===== config.mk =====
export PLATFORM = sky130hd
export DESIGN_NAME = mips_trace_buffer
export DESIGN_NICKNAME = d
export VERILOG_FILES = /design/src/rtl/mips_trace_buffer_pkg.sv /design/src/rtl/mips_trace_buffer_fifo.sv /design/src/rtl/mips_trace_buffer.sv
export SDC_FILE = /design/constraint.sdc
export NUM_CORES = 2
export LEC_CHECK = 0
export ABC_CLOCK_PERIOD_IN_PS = 34400
export CORE_MARGIN = 3
export CORE_UTILIZATION = 60
export DETAILED_ROUTE_END_ITERATION = 7
export PLACE_DENSITY_LB_ADDON = 0.1
export SYNTH_ARGS = -nofsm -noshare
export SYNTH_HDL_FRONTEND = slang
export SYNTH_HIERARCHICAL = 1
export SYNTH_SLANG_ARGS = --single-unit

===== constraint.sdc =====
create_clock -name clk -period 34.4 [get_ports clk]
set_input_delay 10.32 -clock clk [delete_from_list [all_inputs] [get_ports clk]]
set_output_delay 10.32 -clock clk [all_outputs]
set_load 0.02 [all_outputs]

===== src/rtl/mips_trace_buffer_pkg.sv =====
// Shared definitions for the MIPS trace buffer.
//   - capture FSM state encoding (also the state_o encoding)
//   - trace record field widths and packing order
//   - saturating increment for the 16-bit captured-record counter
package mips_trace_buffer_pkg;

  typedef enum logic [1:0] {
    ST_IDLE    = 2'b00,
    ST_ARMED   = 2'b01,
    ST_CAPTURE = 2'b10,
    ST_DONE    = 2'b11
  } trace_state_e;

  localparam int PC_W    = 32;
  localparam int INSTR_W = 32;
  localparam int ADDR_W  = 32;
  localparam int DATA_W  = 32;
  localparam int REC_W   = PC_W + INSTR_W + 1 + ADDR_W + DATA_W;  // 129
  localparam int CNT_W   = 16;

  // Packing order {pc, instr, dm_we, dm_addr, dm_wdata}, pc in the MSBs.
  typedef struct packed {
    logic [PC_W-1:0]    pc;
    logic [INSTR_W-1:0] instr;
    logic               dm_we;
    logic [ADDR_W-1:0]  dm_addr;
    logic [DATA_W-1:0]  dm_wdata;
  } trace_rec_t;

  function automatic logic [CNT_W-1:0] sat_inc(input logic [CNT_W-1:0] v);
    return (v == {CNT_W{1'b1}}) ? v : v + 1'b1;
  endfunction

endpackage


===== src/rtl/mips_trace_buffer_fifo.sv =====
// First-word-fall-through FIFO with optional overwrite-oldest on full.
// Ports:
//   clk, rst_n        clock, asynchronous active-low reset
//   push, wdata       write request and record
//   pop_req           consumer ready; a pop only happens when non-empty
//   valid, rdata      head record (rdata forced to 0 when empty)
//   count             occupancy, AW+1 bits
//   dropped           push refused (full, no pop, WRAP=0)
//   overwrote         push accepted by discarding the oldest record
module mips_trace_buffer_fifo #(
  parameter int DEPTH = 16,
  parameter int AW    = 4,
  parameter int WRAP  = 0,
  parameter int W     = 129
) (
  input  logic         clk,
  input  logic         rst_n,
  input  logic         push,
  input  logic [W-1:0] wdata,
  input  logic         pop_req,
  output logic         valid,
  output logic [W-1:0] rdata,
  output logic [AW:0]  count,
  output logic         dropped,
  output logic         overwrote
);

  logic [W-1:0]  mem [DEPTH];
  logic [AW-1:0] wptr;
  logic [AW-1:0] rptr;
  logic          full;
  logic          pop;
  logic          push_ok;
  logic          adv_rd;
  logic          wrap_en;

  assign wrap_en   = (WRAP != 0);
  assign full      = (count == (AW+1)'(DEPTH));
  assign valid     = (count != '0);
  assign pop       = pop_req & valid;
  // A simultaneous pop frees the slot, so a full FIFO still accepts the push.
  assign push_ok   = push & (~full | pop | wrap_en);
  assign overwrote = push & full & ~pop & wrap_en;
  assign dropped   = push & ~push_ok;
  assign adv_rd    = pop | overwrote;
  assign rdata     = valid ? mem[rptr] : '0;

  always_ff @(posedge clk or negedge rst_n) begin
    if (!rst_n) begin
      wptr  <= '0;
      rptr  <= '0;
      count <= '0;
    end else begin
      if (push_ok) wptr <= wptr + 1'b1;
      if (adv_rd)  rptr <= rptr + 1'b1;
      if (push_ok && !adv_rd)      count <= count + 1'b1;
      else if (!push_ok && adv_rd) count <= count - 1'b1;
    end
  end

  // Storage is not reset; the read side is gated by valid instead.
  always_ff @(posedge clk) begin
    if (push_ok) mem[wptr] <= wdata;
  end

endmodule


===== src/rtl/mips_trace_buffer.sv =====
// Trigger-armed trace capture for the single-cycle MIPS core.
// One record {pc, instr, dm_we, dm_addr, dm_wdata} per retired instruction
// is pushed into a FWFT FIFO once the trigger PC has been seen.
// Ports:
//   clk, reset               clock, asynchronous active-low reset
//   retire, pc_in, instr_in,
//   dm_we_in, dm_addr_in,
//   dm_wdata_in              retiring-instruction debug stream from the core
//   arm, abort               control pulses (abort wins over everything)
//   trig_pc, cap_len         trigger PC and record limit (0 = unlimited)
//   rd_ready / rd_valid, rd_*   FWFT read port
//   state_o, overflow, count_o  status
//
// state   | meaning
// IDLE    | not capturing; waits for arm
// ARMED   | waiting for a retire at trig_pc (that record is stored)
// CAPTURE | storing every retire
// DONE    | cap_len reached or FIFO full without wrap; waits for arm
module mips_trace_buffer
  import mips_trace_buffer_pkg::*;
#(
  parameter int DEPTH = 16,
  parameter int AW    = 4,
  parameter int WRAP  = 0
) (
  input  logic        clk,
  input  logic        reset,
  input  logic        retire,
  input  logic [31:0] pc_in,
  input  logic [31:0] instr_in,
  input  logic        dm_we_in,
  input  logic [31:0] dm_addr_in,
  input  logic [31:0] dm_wdata_in,
  input  logic        arm,
  input  logic        abort,
  input  logic [31:0] trig_pc,
  input  logic [15:0] cap_len,
  input  logic        rd_ready,
  output logic        rd_valid,
  output logic [31:0] rd_pc,
  output logic [31:0] rd_instr,
  output logic        rd_dm_we,
  output logic [31:0] rd_dm_addr,
  output logic [31:0] rd_dm_wdata,
  output logic [1:0]  state_o,
  output logic        overflow,
  output logic [AW:0] count_o
);

  trace_state_e     state;
  logic [CNT_W-1:0] cap_cnt;
  logic [CNT_W-1:0] cnt_next;
  logic             push_req;
  logic             dropped;
  logic             overwrote;
  trace_rec_t       wrec;
  trace_rec_t       hrec;

  assign push_req = retire & ~abort &
                    ((state == ST_CAPTURE) | ((state == ST_ARMED) & (pc_in == trig_pc)));
  assign cnt_next = sat_inc(cap_cnt);
  assign wrec     = {pc_in, instr_in, dm_we_in, dm_addr_in, dm_wdata_in};

  mips_trace_buffer_fifo #(
    .DEPTH (DEPTH),
    .AW    (AW),
    .WRAP  (WRAP),
    .W     (REC_W)
  ) u_fifo (
    .clk       (clk),
    .rst_n     (reset),
    .push      (push_req),
    .wdata     (wrec),
    .pop_req   (rd_ready),
    .valid     (rd_valid),
    .rdata     (hrec),
    .count     (count_o),
    .dropped   (dropped),
    .overwrote (overwrote)
  );

  always_ff @(posedge clk or negedge reset) begin
    if (!reset) begin
      state    <= ST_IDLE;
      cap_cnt  <= '0;
      overflow <= 1'b0;
    end else if (abort) begin
      state <= ST_IDLE;
    end else begin
      case (state)
        ST_IDLE, ST_DONE: begin
          if (arm) begin
            state    <= ST_ARMED;
            cap_cnt  <= '0;
            overflow <= 1'b0;
          end
        end
        ST_ARMED, ST_CAPTURE: begin
          if (push_req) begin
            if (dropped) begin
              overflow <= 1'b1;
              state    <= ST_DONE;
            end else begin
              cap_cnt <= cnt_next;
              if (overwrote) overflow <= 1'b1;
              // cap_len=1 finishes on the trigger record itself.
              if ((cap_len != '0) && (cnt_next == cap_len)) state <= ST_DONE;
              else                                          state <= ST_CAPTURE;
            end
          end
        end
        default: state <= ST_IDLE;
      endcase
    end
  end

  assign state_o     = state;
  assign rd_pc       = hrec.pc;
  assign rd_instr    = hrec.instr;
  assign rd_dm_we    = hrec.dm_we;
  assign rd_dm_addr  = hrec.dm_addr;
  assign rd_dm_wdata = hrec.dm_wdata;

endmodule


# ---- Word-level counts from Yosys, hierarchy flattened
# Memory sizes are Yosys's and may differ from the RTL's.
# Cells that the tools add are included.
dict set report totals {
  mem_bits_rw 2064
  mem_bits_ro 0
  out_inout_bits 138
  register_bits 32
  in_bits 183
  n_memories 1
  latch_bits 0
}
# name depth word_bits rd rd_clocked_by_memory_dff write_ports line_no
set mem_list {}
lappend mem_list {u_fifo.mem 16 129 1 0 1 mips_trace_buffer_fifo.sv:28} ;# logic [W-1:0] mem [DEPTH];
dict set report classes {
  n_mux 20
  reduce_logical 14
  n_lt_le_gt_ge 0
  add_sub_neg 5
  div_mod_pow 0
  eq_ne 13
  n_bitwise 11
  shift 0
  mul 0
}
# operator n
set op_table {}
lappend op_table {{129-bit 2-to-1 mux} 1}
lappend op_table {{16-bit 2-to-1 mux} 4}
lappend op_table {{32-bit == test} 1}
lappend op_table {{16-bit case mux with 2 select lines} 1}
lappend op_table {{16-bit by 1-bit adder with 16-bit output, second input constant} 1}
lappend op_table {{16-bit == test} 1}
lappend op_table {{16-bit == test, second input constant} 1}
lappend op_table {{16-bit nonzero test} 1}
lappend op_table {{5-bit 2-to-1 mux} 2}
lappend op_table {{4-bit by 1-bit adder with 4-bit output, second input constant} 2}
lappend op_table {{4-bit AND reduction} 2}
lappend op_table {{1-bit 2-to-1 mux} 7}
lappend op_table {{1-bit bitwise AND} 6}
lappend op_table {{2-bit 2-to-1 mux} 3}
lappend op_table {{2-bit inequality test, second input constant} 3}
lappend op_table {{5-bit by 1-bit adder with 5-bit output, second input constant} 1}
lappend op_table {{5-bit == test, second input constant} 1}
lappend op_table {{5-bit nonzero test} 1}
lappend op_table {{5-bit by 1-bit subtractor with 5-bit output, second input constant} 1}
lappend op_table {{2-bit == test, second input constant} 2}
lappend op_table {{2-bit case mux with 2 select lines} 1}
lappend op_table {{2-bit OR reduction} 2}
lappend op_table {{1-bit logical AND} 3}
lappend op_table {{3-bit by 2-bit inequality test with 1-bit output, second input constant} 1}
lappend op_table {{10 further kinds} 14}

# ---- Depth between registers and ports, before layout
dict set report logic_depth {
  ltp_word 11
  ltp_mapped 15
}

# ---- By module
# The synthesis kept the hierarchy.
# mod instances cells_each area_per_inst_um2
set by_module_without_submodules {}
lappend by_module_without_submodules {mips_trace_buffer_fifo 1 3808 79356.1}
lappend by_module_without_submodules {mips_trace_buffer 1 250 1980.6}

# ---- Worst setup path after synthesis
# Ideal clock, no wire load.
dict set report synth_timing {
  path_type {input-to-reg}
  start {in trig_pc[18]}
  end {mem u_fifo.mem[0][0] (enable)}
  arrival_time_ps 20796
  setup_ps 775
  cell_stages 10
  path_slack_ps 12829
  required_time_ps 33625
  path_cell_list {xor2_1 > nor4_1 > nand4_1 > or4_4 > and2_2 > nor2_1 > o31a_1 > buf_6 > nand2_1 > nor3_1}
}
dict set report synth_between {
  elab_chain_cells 7
}
# item line_no
set synth_lines {}
lappend synth_lines {{from (decl)} mips_trace_buffer.sv:36} ;# input logic [31:0] trig_pc,
lappend synth_lines {{32-bit == test} mips_trace_buffer.sv:60} ;# ((state == ST_CAPTURE) | ((state == ST_ARMED) & (pc_in == trig_pc)));
lappend synth_lines {{1-bit bitwise AND} mips_trace_buffer.sv:60}
lappend synth_lines {{1-bit OR} mips_trace_buffer.sv:60}
lappend synth_lines {{1-bit bitwise AND} mips_trace_buffer.sv:59} ;# assign push_req = retire & ~abort &
lappend synth_lines {{via push_req} mips_trace_buffer.sv:53} ;# logic push_req;
lappend synth_lines {{1-bit bitwise AND} mips_trace_buffer_fifo.sv:42} ;# assign push_ok = push & (~full | pop | wrap_en);
lappend synth_lines {{via u_fifo.push_ok} mips_trace_buffer_fifo.sv:33} ;# logic push_ok;
lappend synth_lines {{1-bit 2-to-1 mux} mips_trace_buffer_fifo.sv:63} ;# if (push_ok) mem[wptr] <= wdata;
lappend synth_lines {{1-bit 2-to-1 mux (not written as such)} mips_trace_buffer_fifo.sv:63}
lappend synth_lines {{to (decl)} mips_trace_buffer_fifo.sv:28}
# The timed path passes the listed nets, and every way through them passes these cells.

# ---- Worst setup path in the final report
dict set report layout_timing {
  start {in pc_in[25]}
  end {mem u_fifo.mem[4][38] (enable)}
}
dict set report layout_between {
  elab_chain_cells 7
}
# item line_no
set layout_lines {}
lappend layout_lines {{from (decl)} mips_trace_buffer.sv:29} ;# input logic [31:0] pc_in,
lappend layout_lines {{32-bit == test} mips_trace_buffer.sv:60}
lappend layout_lines {{1-bit bitwise AND} mips_trace_buffer.sv:60}
lappend layout_lines {{1-bit OR} mips_trace_buffer.sv:60}
lappend layout_lines {{1-bit bitwise AND} mips_trace_buffer.sv:59}
lappend layout_lines {{via push_req} mips_trace_buffer.sv:53}
lappend layout_lines {{1-bit bitwise AND} mips_trace_buffer_fifo.sv:42}
lappend layout_lines {{1-bit 2-to-1 mux} mips_trace_buffer_fifo.sv:63}
lappend layout_lines {{1-bit 2-to-1 mux (not written as such)} mips_trace_buffer_fifo.sv:63}
# The timed path passes the listed nets, and every way through them passes these cells.

==> results.md <==
* Post-synthesis mux area share at 13.9%
* DR WL/cell at 28.9 um
* Initial DRT Pass Iterations at 5
* GPL Wtd Cong at 0.815
* Adder-cell share of the synthesized area at 0.209%
* Hold_buf cts at 0
* Seq/Total Area, Yosys at 77.2%
* Reg-to-reg startpoint: state_o[1]
* Lkg Pwr at just over 30 nW
* CP Launch Type: input port
* Crit path DAT at 16.90 ns
* Crit end category: register
* Tot GR Track Use at between 20% and 30%
* Routed Wire Length at 184 mm
* Synth Register Bits at 2096
* PwrDens at slightly below 80 nW/um^2
* H-tree Lvls at 4
* FP Rows at about 130
* Setup WS post-layout at 17.94 ns
* Maximum vdd drop at 0.0904 mV
* Worst path cell trace: clkdlybuf4s50_1 -> xor2_1 -> nor4_1 -> buf_4 -> nand4_1 -> or4_4 -> and2_2 -> nor2_1 -> o31a_1 -> nand2_1 -> nor2_4 -> buf_4 -> buf_4
* Vias at approximately 40000
* Cell variety after synth at 69
* Mapped Cells at slightly above 4000
* Post-synth EDFFs at between 2000 and 2500
* Synth-to-layout area growth at 13.7%
* Die Wd at 374 um
* # DRC at 0
* Clk slew on worst S/H paths at 0.06 ns
* Worst reg2reg setup slack at 29.46 ns
* Ports at 321
* HP Class: register to register
* XOR/XNOR Fraction of Synth Area at less than 1%
* Drt via density at about 6.4
* Outcome: completed
* DP Worst Slack at 17.03 ns
* Num CTS Buffers at 200
* RSZ-0062 raised after global routing: no
* Clock Latency Late Sink at 0.82 ns
* IO buf count at 320
* TritonCTS clock tree: built
* Worst slew pin tran at 1.26 ns
* Hold path startpoint: overflow
* Global route overflow at 0
* CP required at 34.84 ns
* Most frequent cells in the layout: edfxtp_1, mux2i_1, a22oi_1
* Final critical-path required period at roughly 16 ns
* Syn Nets at 4254
* Synth warn at 6
* Initial antenna violation count at 17
* Worst r2r path cells at 11
* Antenna-violating nets left at 0
* Async S/R FF share, synth at 1.53%
* CP max-delay cell: nor4_1
* Vias in the first global route at 41600
* Setup TNS at 0 ns
* Hold-critical path depth at 2
* WHS Endpoint: overflow
* Rel. slew slack at 16.1%
* Worst-case clock buffer depth at 3
* Initial Utilization at 60.7%
* Commonest non-fill, non-tap cell in the layout: edfxtp_1
* Worst-path maximum fanout at 39
* HPWL after detailed placement at roughly 100 mm
* NumNets Final at 4623
* Final Max Tran Viols at 0
* Reg2reg end: u_fifo/mem[4][38]
* Final setup viols at 0
* Compound-Gate Fraction of Synth Area at 4.94%
* Max cap viols at 0
* Fmax at 60.7 MHz
* Core Box Area at approximately 130000 um^2
* Total die area at 140000 um^2
* Clk_skew at 0.0266 ns
* CTS sink cnt at ~2100
* Largest net degree at the start of global routing at 160
* Critical Path Most Common Cell: buf_4
* Mapped Avg Cell Area at 20.0 um^2
* Post-CTS Resized at 0
* First-pass GRT wire length at 272 mm
* CTS Root Cell: clkbuf_16
* Post-Synth Simple-Gate Area at ~1.6%
* CP peak stage delay at 1.04 ns
* Die H at 374 um
* Fillers at 8407
* Hold Violations, Final at 0
* Initial DRC Count at 3913
* Final Cycle Share at 47.9%
* Post-synthesis cell area at a little over 80000 um^2
* Layout cells sized above 1 at 12.1%
* Synth Flop Type: edfxtp_1
* Crit path kind: input port to register
* Main combinational cell family by area after synthesis: multiplexers
* Setup Fix Bufs, Post-CTS at 0
==> power by group <==
part,switching (mW),total (mW),internal [mW]
Combinational,1.32,2.26,0.946
Sequential,0.0649,2.88,2.81
Clock,0.895,2.05,1.15
Total,2.27,7.19,4.91
==> worst max-delay path by stage <==
stage                      from                end  slack [ns]  cells after the start
finish                pc_in[25]  u_fifo/mem[4][38]       17.94                     13
global route          pc_in[25]  u_fifo/mem[4][21]       17.70                     13
CTS                   pc_in[25]  u_fifo/mem[4][21]       17.89                     13
detailed placement    pc_in[25]  u_fifo/mem[4][25]       17.03                     13
global placement      pc_in[25]  u_fifo/mem[4][25]       17.05                     13
floorplan           trig_pc[18]   u_fifo/mem[0][0]       12.83                     10
==> per-stage QoR <==
stage	instances	hold WS [ns]	util, %	area (um^2)	power [mW]
floorplan	4058	0.506	-	81300	4.32
detailed placement	5993	0.565	64.5	86400	5.20
global route	6360	0.622	69.0	92500	7.45
global placement	5993	0.539	64.5	86400	5.19
CTS	6356	0.577	69.0	92500	7.24
finish	6365	0.566	69.0	92500	7.19
==> routing by layer <==
layer	part of all wire, %	wire (um)	vias up	GRT usage (%)
met5	0.048	89	-	0
met4	2.4	4430	14	7.88
met3	6.9	12600	279	5.33
met2	49	90200	1461	42.2
met1	42	76500	21500	37.2
li1	-	-	17500	-
==> cell usage after synthesis (16+ instances only) <==
library cell	n	area [um^2]
buf_1	33	124
o21ai_0	113	566
buf_2	88	440
clkbuf_1	74	278
edfxtp_1	2064	62000
nand4_1	17	106
nand2_1	154	578
mux2i_1	517	5170
dfrtp_1	32	801
mux4_1	78	2050
mux4_2	180	4050
nor2_1	35	131
buf_6	17	191
a21oi_1	16	80.1
xor2_1	34	298
a22oi_1	384	2880
o21ai_1	38	190
xnor2_1	27	236
==> registers in the layout, indices dropped and copies added (netlist names) <==
name,cells
u_fifo/mem,2064
cap_cnt,16
u_fifo/count,5
u_fifo/rptr,4
u_fifo/wptr,4
state_o,2
overflow,1
==> kinds of logic after synthesis <==
family | after synthesis
AOI/OAI and AO/OA | 588
xor gates and xnor gates | 61
adders and majority gates | 13
buffers and inverters | 242
DFF | 2096
muxes | 778
other | 1
and+or+nand+nor | 279
==> worst max-delay path, delay by kind of cell <==
kind	cells	cell delay, ns
AND/OR/NAND/NOR	7	3.18
buffers and inverters	4	2.43
XOR/XNOR	1	0.39
AO/OA/AOI/OAI	1	0.53
==> final cells by class <==
type | count | area, um^2 | area share [%]
diodes | 9 | 22.5 | 0.0244
clock buffers | 263 | 5290 | 5.72
clock inverters | 100 | 763 | 0.825
inverters | 12 | 45.0 | 0.0487
multi-input cells | 1720 | 17500 | 18.9
flip-flops and latches | 2096 | 62800 | 67.9
well taps | 1768 | 2210 | 2.39
repair buffers | 397 | 3860 | 4.17
Note: power is estimated with default switching activity, not from simulation.
